<file path="src/rtl/pulse_train_analyzer.sv">
// Pulse train analyzer: counts pulses from a pad, measures first high width and latest gap, flags end of train.
// Latency: pad edge seen 2-3 cycles later; every result field updates one cycle after the detected event.
// Backpressure: none; results are held in DONE until the next arm or reset.
module pulse_train_analyzer #(
  parameter int CNT_W   = 16,
  parameter int TIMEOUT = 1024
) (
  input  logic         wb_clk_i,
  input  logic         wb_rst_i,
  input  logic         pulse_in,
  input  logic [127:0] la_data_in,
  input  logic [127:0] la_oenb,
  output logic [127:0] la_data_out,
  output logic         done
);

  typedef enum logic [2:0] {
    ST_IDLE,
    ST_WAIT_FIRST,
    ST_HIGH,
    ST_LOW,
    ST_DONE
  } state_t;

  localparam logic [CNT_W-1:0] CNT_MAX  = {CNT_W{1'b1}};
  // lcnt value in the cycle whose increment would reach TIMEOUT
  localparam logic [CNT_W-1:0] LOW_LAST = CNT_W'(TIMEOUT - 1);

  // Input conditioning
  logic s1, s2, s3;
  logic rise, fall;

  // Arm request conditioning
  logic arm_lvl, arm_prev, arm_pulse;

  // Result and working registers
  state_t           state;
  logic [7:0]       pcnt;
  logic [CNT_W-1:0] hw;
  logic [CNT_W-1:0] gap;
  logic [CNT_W-1:0] hcnt;
  logic [CNT_W-1:0] lcnt;
  logic             hw_vld;
  logic             ovf;
  logic             done_r;
  logic             busy_r;

  logic [2:0]       exp_cnt;
  logic             match;

  // Two-flop synchronizer plus one delay flop for edge detection
  always_ff @(posedge wb_clk_i or posedge wb_rst_i) begin
    if (wb_rst_i) begin
      s1 <= 1'b0;
      s2 <= 1'b0;
      s3 <= 1'b0;
    end else begin
      s1 <= pulse_in;
      s2 <= s1;
      s3 <= s2;
    end
  end

  assign rise = s2 & ~s3;
  assign fall = ~s2 & s3;

  // Register the enabled arm request and keep the previous level for edge detection
  always_ff @(posedge wb_clk_i or posedge wb_rst_i) begin
    if (wb_rst_i) begin
      arm_lvl  <= 1'b0;
      arm_prev <= 1'b0;
    end else begin
      arm_lvl  <= la_data_in[66] & ~la_oenb[66];
      arm_prev <= arm_lvl;
    end
  end

  assign arm_pulse = arm_lvl & ~arm_prev;

  // Measurement FSM; arm overrides every state and drops a coincident rise
  always_ff @(posedge wb_clk_i or posedge wb_rst_i) begin
    if (wb_rst_i) begin
      state  <= ST_IDLE;
      pcnt   <= '0;
      hw     <= '0;
      gap    <= '0;
      hcnt   <= '0;
      lcnt   <= '0;
      hw_vld <= 1'b0;
      ovf    <= 1'b0;
      done_r <= 1'b0;
      busy_r <= 1'b0;
    end else if (arm_pulse) begin
      state  <= ST_WAIT_FIRST;
      pcnt   <= '0;
      hw     <= '0;
      gap    <= '0;
      hcnt   <= '0;
      lcnt   <= '0;
      hw_vld <= 1'b0;
      ovf    <= 1'b0;
      done_r <= 1'b0;
      busy_r <= 1'b1;
    end else begin
      case (state)
        ST_IDLE: begin
          busy_r <= 1'b0;
        end

        ST_WAIT_FIRST: begin
          // A level already high at arm has no rise, so it is skipped
          if (rise) begin
            pcnt  <= 8'd1;
            hcnt  <= {{(CNT_W-1){1'b0}}, 1'b1};
            state <= ST_HIGH;
          end
        end

        ST_HIGH: begin
          if (fall) begin
            // Only the first pulse's width is reported
            if (!hw_vld) begin
              hw <= hcnt;
            end
            hw_vld <= 1'b1;
            lcnt   <= {{(CNT_W-1){1'b0}}, 1'b1};
            state  <= ST_LOW;
          end else if (s2) begin
            if (hcnt == CNT_MAX) begin
              ovf <= 1'b1;
            end else begin
              hcnt <= hcnt + 1'b1;
            end
          end
        end

        ST_LOW: begin
          if (rise) begin
            gap  <= lcnt;
            hcnt <= {{(CNT_W-1){1'b0}}, 1'b1};
            if (pcnt == 8'hff) begin
              ovf <= 1'b1;
            end else begin
              pcnt <= pcnt + 8'd1;
            end
            state <= ST_HIGH;
          end else if (!s2) begin
            if (lcnt == LOW_LAST) begin
              // Trailing idle ends the train and is not recorded as a gap
              lcnt   <= lcnt + 1'b1;
              done_r <= 1'b1;
              busy_r <= 1'b0;
              state  <= ST_DONE;
            end else if (lcnt == CNT_MAX) begin
              ovf <= 1'b1;
            end else begin
              lcnt <= lcnt + 1'b1;
            end
          end
        end

        ST_DONE: begin
          done_r <= 1'b1;
          busy_r <= 1'b0;
        end

        default: begin
          state  <= ST_IDLE;
          busy_r <= 1'b0;
          done_r <= 1'b0;
        end
      endcase
    end
  end

  // Expected count shares the generator's LA field; match only meaningful once done
  assign exp_cnt = la_data_in[63:61];
  assign match   = done_r & (pcnt == {5'd0, exp_cnt});

  // Result word assembly from registered fields
  always_comb begin
    la_data_out        = '0;
    la_data_out[7:0]   = pcnt;
    la_data_out[23:8]  = 16'(hw);
    la_data_out[39:24] = 16'(gap);
    la_data_out[40]    = done_r;
    la_data_out[41]    = match;
    la_data_out[42]    = ovf;
    la_data_out[43]    = busy_r;
  end

  assign done = done_r;

  // LA bits this block does not listen to
  logic unused_la;
  assign unused_la = ^{la_data_in[127:67], la_data_in[65:64], la_data_in[60:0],
                       la_oenb[127:67], la_oenb[65:0]};

endmodule

</file>
<file path="config.mk">
export PLATFORM = sky130hd
export DESIGN_NAME = pulse_train_analyzer
export DESIGN_NICKNAME = d
export VERILOG_FILES = /design/src/rtl/pulse_train_analyzer.sv
export SDC_FILE = /design/constraint.sdc
export NUM_CORES = 1
export LEC_CHECK = 0
export ABC_AREA = 1
export CORE_AREA = 3 3 150 152
export DETAILED_ROUTE_END_ITERATION = 6
export DIE_AREA = 0 0 153 155
export GPL_TIMING_DRIVEN = 0
export PLACE_DENSITY_LB_ADDON = 0.15
export SLEW_MARGIN = 10
export SYNTH_ARGS = -nofsm -noshare
export SYNTH_HDL_FRONTEND = slang
export SYNTH_SLANG_ARGS = --single-unit
</file>
<file path="constraint.sdc">
create_clock -name wb_clk_i -period 6.95 [get_ports wb_clk_i]
set_input_delay 1.7375 -clock wb_clk_i [delete_from_list [all_inputs] [get_ports wb_clk_i]]
set_output_delay 1.7375 -clock wb_clk_i [all_outputs]
set_load 0.01 [all_outputs]
</file>
Word level (Yosys, flattened, before mapping)
Cells that the tools add are included.
{ "op_classes": {"n_eq_ne": 31, "n_reduce_logical": 22, "bitwise": 9, "addsub": 3, "n_mux": 55} }
{ "ops": {"columns": ["op", "n"], "rows": [
  ["16-bit two-way mux", 18],
  ["16-bit one-hot mux with 2 select lines", 2],
  ["3-bit != test, second input constant", 11],
  ["16-bit by 1-bit adder with 16-bit output, second input constant", 2],
  ["16-bit equality test, second input constant", 2],
  ["8-bit two-way mux", 4],
  ["4-bit != test, second input constant", 6],
  ["1-bit two-way mux", 20],
  ["3-bit two-way mux", 6],
  ["16-bit by 10-bit equality test with 1-bit output, second input constant", 1],
  ["8-bit one-hot mux with 2 select lines", 1],
  ["5-bit AND reduction", 3],
  ["3-bit one-hot mux with 4 select lines", 1],
  ["4-bit AND reduction", 3],
  ["3-bit nonzero test", 3],
  ["8-bit by 1-bit adder with 8-bit output, second input constant", 1],
  ["8-bit by 3-bit equality test with 1-bit output", 1],
  ["8-bit equality test, second input constant", 1],
  ["8-bit AND reduction", 1],
  ["2-bit nonzero test", 4],
  ["3-bit by 2-bit equality test with 1-bit output, second input constant", 2],
  ["2-bit by 1-bit != test with 1-bit output, second input constant", 3],
  ["2-bit OR reduction", 3],
  ["1-bit bitwise AND", 5],
  ["other kinds (11)", 16]
]} }
{ "totals": {"word_cells": 135, "in_bits": 259, "out_inout_bits": 129, "ff_bits": 84} }

Logic depth before layout (Yosys ltp)
{ "logic_depth": {"depth_word": 7, "ltp_mapped": 12, "depth_no_buf": 12} }

Worst setup path before layout
OpenSTA, ideal clock, no wires.
{ "synth_path": {"kind": "input to output", "start": "input la_data_in[61]", "end": "output la_data_out[41]", "path_slack_ns": 2.933, "path_stages": 5, "n_path_buf": 1, "t_arrival_ns": 2.279, "path_cell_list": "inv_1 -> a21oi_1 -> nand3_1 -> a211oi_1 -> buf_4"} }
{ "synth_between": {"elab_chain_len": 2} }
{ "synth_lines": {"columns": ["item", "line_no", "source"], "rows": [
  ["start: declaration", "11", "input logic [127:0] la_data_in,"],
  ["8-bit by 3-bit equality test with 1-bit output", "178", "assign match = done_r & (pcnt == {5'd0, exp_cnt});"],
  ["1-bit bitwise AND", "178", null],
  ["end: declaration", "13", "output logic [127:0] la_data_out,"]
]} }
Every way passes these cells.

Final worst setup path
Ends and elaborated chain as after synthesis.

==> run_results.csv <==
group,metric,value,unit
clock_network,cts_sinks,84,
floorplanning,die-height,155,microns
critical_path,critical_path_class,"in2out",
floorplanning,start_util,24.6,%
finish,drive_gt1_share,16.9,%
hold_path,hp-class,"reg2reg",
synthesis,synth_ff_type,"dfrtp_1",
synthesis,postSynthCellCount,683,
detailed_routing,avgRoutedWirePerCell,12.5,microns
detailed_routing,drc,0,
finish,design_area,0.00673,sq mm
finish,multi_input_area,0.00239,sq mm
global_route,grt_max_degree,60,
global_route,overflow,0,
synthesis,synth_fa_ha_area_share,0.722,%
synthesis,synthMuxAreaShare,0,%
clock_network,root_buffer,"clkbuf_16",
floorplanning,core,0.0212,sq mm
global_route,grt_pass1_wl,22700,microns
detailed_routing,vias,4409,
detailed_routing,antenna_left,0,
critical_path,startpoint_type,"input port",
power,p_per_area,260,mW/mm^2
synthesis,syn_avg_cell_area,7.62,sq um
placed_design,finalWeightedCongestion,0.825,
placed_design,placed_cells,1094,
critical_path,startpoint,"la_data_in[61]",
clock_network,clock_path_buffers,2,
clock_network,cts-resized-gates,0,
synthesis,syn_area,0.00520,sq mm
floorplanning,dieArea,0.0237,sq mm
power,power.total,1.75,mW
timing,skew,0.00745,ns
floorplanning,rows,53,
timing,tns,0,ns
clock_network,post_cts_buffers,0,
detailed_routing,viasPerCell,3.97,
critical_path,reg2reg_slack,4.90,ns
clock_network,cts_max_level,3,
global_route,grt_use_met1,15.9,%
placed_design,pre_cts_ws,1.84,ns
power,p_leak,3.28,nW
global_route,use_met2,19.3,%
global_route,grt_busiest_layer,"met2",
finish,stdcell_count,1110,
critical_path,worstPathRequired,5.21,ns
critical_path,r2r-start,"state[0]$_DFFE_PP0P_",
power,max-vdd-ir-drop,0.141,mV
synthesis,yosys.area_share.simple,27.1,%
critical_path,endpoint,"la_data_out[41]",
global_route,grtUsageMet3,2.78,%
synthesis,synth-compound-area-share,9.57,%
finish,seqCellArea,0.00210,sq mm
timing,layout_min_cycle_time,5.08,ns
critical_path,r2r_cells,7,
finish,diodes,0,
synthesis,synth_edf_count,0,
status,status,"complete, no violations",
synthesis,synth_top_family_by_area,"simple AND/OR/NAND/NOR gates",
finish,fillCellCount,2322,
timing,slew_viol_final,0,
placed_design,dpl_cell_area,0.00641,sq mm
detailed_routing,wirelength,13900,microns
floorplanning,die_width,153,microns
clock_network,cts_hold_buffers,0,
finish,mostFrequentLayoutCell,"nand2_1",
finish,layout_common_cells,"144 x nand2_1, 89 x buf_4, 84 x conb_1, 84 x dfrtp_1, 71 x inv_1",
global_route,grt_use_total,11.8,%
timing,tightestPinTransition,0.765,ns
clock_network,path_clk_slew,0.06,ns
critical_path,crit_arrival,3.34,ns
synthesis,ys_ff_latch,84,
synthesis,yosysUniqueCellTypes,42,
timing,timing.fmax,197,MHz
job,maxCapViolCount,0,
placed_design,io_buffer_count,52,
global_route,antenna_found_initial,0,
finish,syn_to_final_growth,29.4,%
clock_network,cts_made_buffers,9,
timing,rsz0062_at_grt,"false",
global_route,grt_pass1_vias,4232,
placed_design,dp_hpwl,10400,microns
critical_path,cp-end-kind,"output pin",
timing,finalCritPeriodShare,73.1,%
timing,fin_ws,1.87,ns
floorplanning,ios,388,
timing,relSlewSlack,49.0,%
clock_network,clock_latency,0.34,ns
critical_path,r2r-end,"hw[5]$_DFFE_PP0P_",
synthesis,ys_warn_count,0,
finish,nets,1092,
detailed_routing,first_iter_violations,223,
detailed_routing,dr.pass1.iters,5,
synthesis,async_flop_share,100,%
clock_network,cts_tree,"done",
synthesis,synth_xor_area_share,2.53,%
timing,finalSetupViolations,0,
critical_path,critPathMaxFanout,2,
timing,finalHoldViolations,0,
synthesis,ys_seq_area_share,40.4,%
## layer usage
metal / up-vias / share of wire (%) / routed length, microns
li1: 2309 / - / -
met1: 1972 / 46 / 6470
met2: 117 / 47 / 6500
met3: 11 / 5.7 / 790
met4: 0 / 1.1 / 159
met5: - / 0 / 0
## state kept, by name, indices dropped and copies added, names as in the netlist, 3 cells and up
register,flops
lcnt,16
gap,16
hcnt,16
hw,16
state,3
pcnt,8
## worst max-delay path: stages
cell             delay (ns)
clkdlybuf4s50_1        0.45
inv_1                  0.05
a21oi_1                0.13
nand3_1                0.08
a211oi_1               0.19
buf_4                  0.14
clkdlybuf4s50_1        0.55
## cell families (layout without fill, tap and decap cells)
group,after synthesis,count (layout)
adders and majority gates,3,3
AOI/OAI and AO/OA,91,91
other,1,84
buffers and inverters,176,245
and+or+nand+nor,313,313
DFF,84,84
xor gates and xnor gates,15,15
## power by group
group          switching [mW]  total (mW)  internal [mW]
combinational           0.372       0.610          0.238
clock                   0.214       0.530          0.317
sequential             0.0625       0.610          0.547
## worst min-delay path by stage
stage / start / to / slack (ns) / cells past startpoint
after floorplan: s1$_DFF_PP0_ / s2$_DFF_PP0_ / 0.33 / 0
after global placement: s1$_DFF_PP0_ / s2$_DFF_PP0_ / 0.34 / 0
after detailed placement: s1$_DFF_PP0_ / s2$_DFF_PP0_ / 0.34 / 0
after CTS: s1$_DFF_PP0_ / s2$_DFF_PP0_ / 0.36 / 0
after global routing: s1$_DFF_PP0_ / s2$_DFF_PP0_ / 0.36 / 0
final: s1$_DFF_PP0_ / s2$_DFF_PP0_ / 0.35 / 0
## layout make-up
class | instances | area share (%)
Tap cell | 275 | 5.11
Clock inverter | 7 | 1.49
Clock buffer | 9 | 3.35
Timing Repair Buffer | 53 | 8.14
Multi-Input combinational cell | 506 | 35.5
Sequential cell | 84 | 31.2
Inverter | 77 | 4.40
Buffer | 99 | 10.8
## synthesized netlist by cell type (all sizes together) (2+ instances only)
master	number	area, sq um
ha	3	37.5
nand3b	2	15.0
nand3	68	355
xor2	14	123
inv	77	294
nand4	8	50.1
o21a	2	15.0
buf	95	708
dfrtp	84	2100
clkbuf	4	16.3
a31oi	2	12.5
nor3	5	30.0
a21oi	12	60.1
o21ai	71	382
nor2	75	332
nand2	151	603
## stage by stage
| step | hold slack (ns) | utilization, % |
|---|---|---|
| global route | 0.363 | 31.8 |
| detailed placement | 0.340 | 30.3 |
| floorplan | 0.331 | - |
| CTS | 0.355 | 31.8 |
| finish | 0.351 | 31.8 |
| global placement | 0.336 | 30.1 |
No activity file was read; power rests on OpenSTA's default activity.
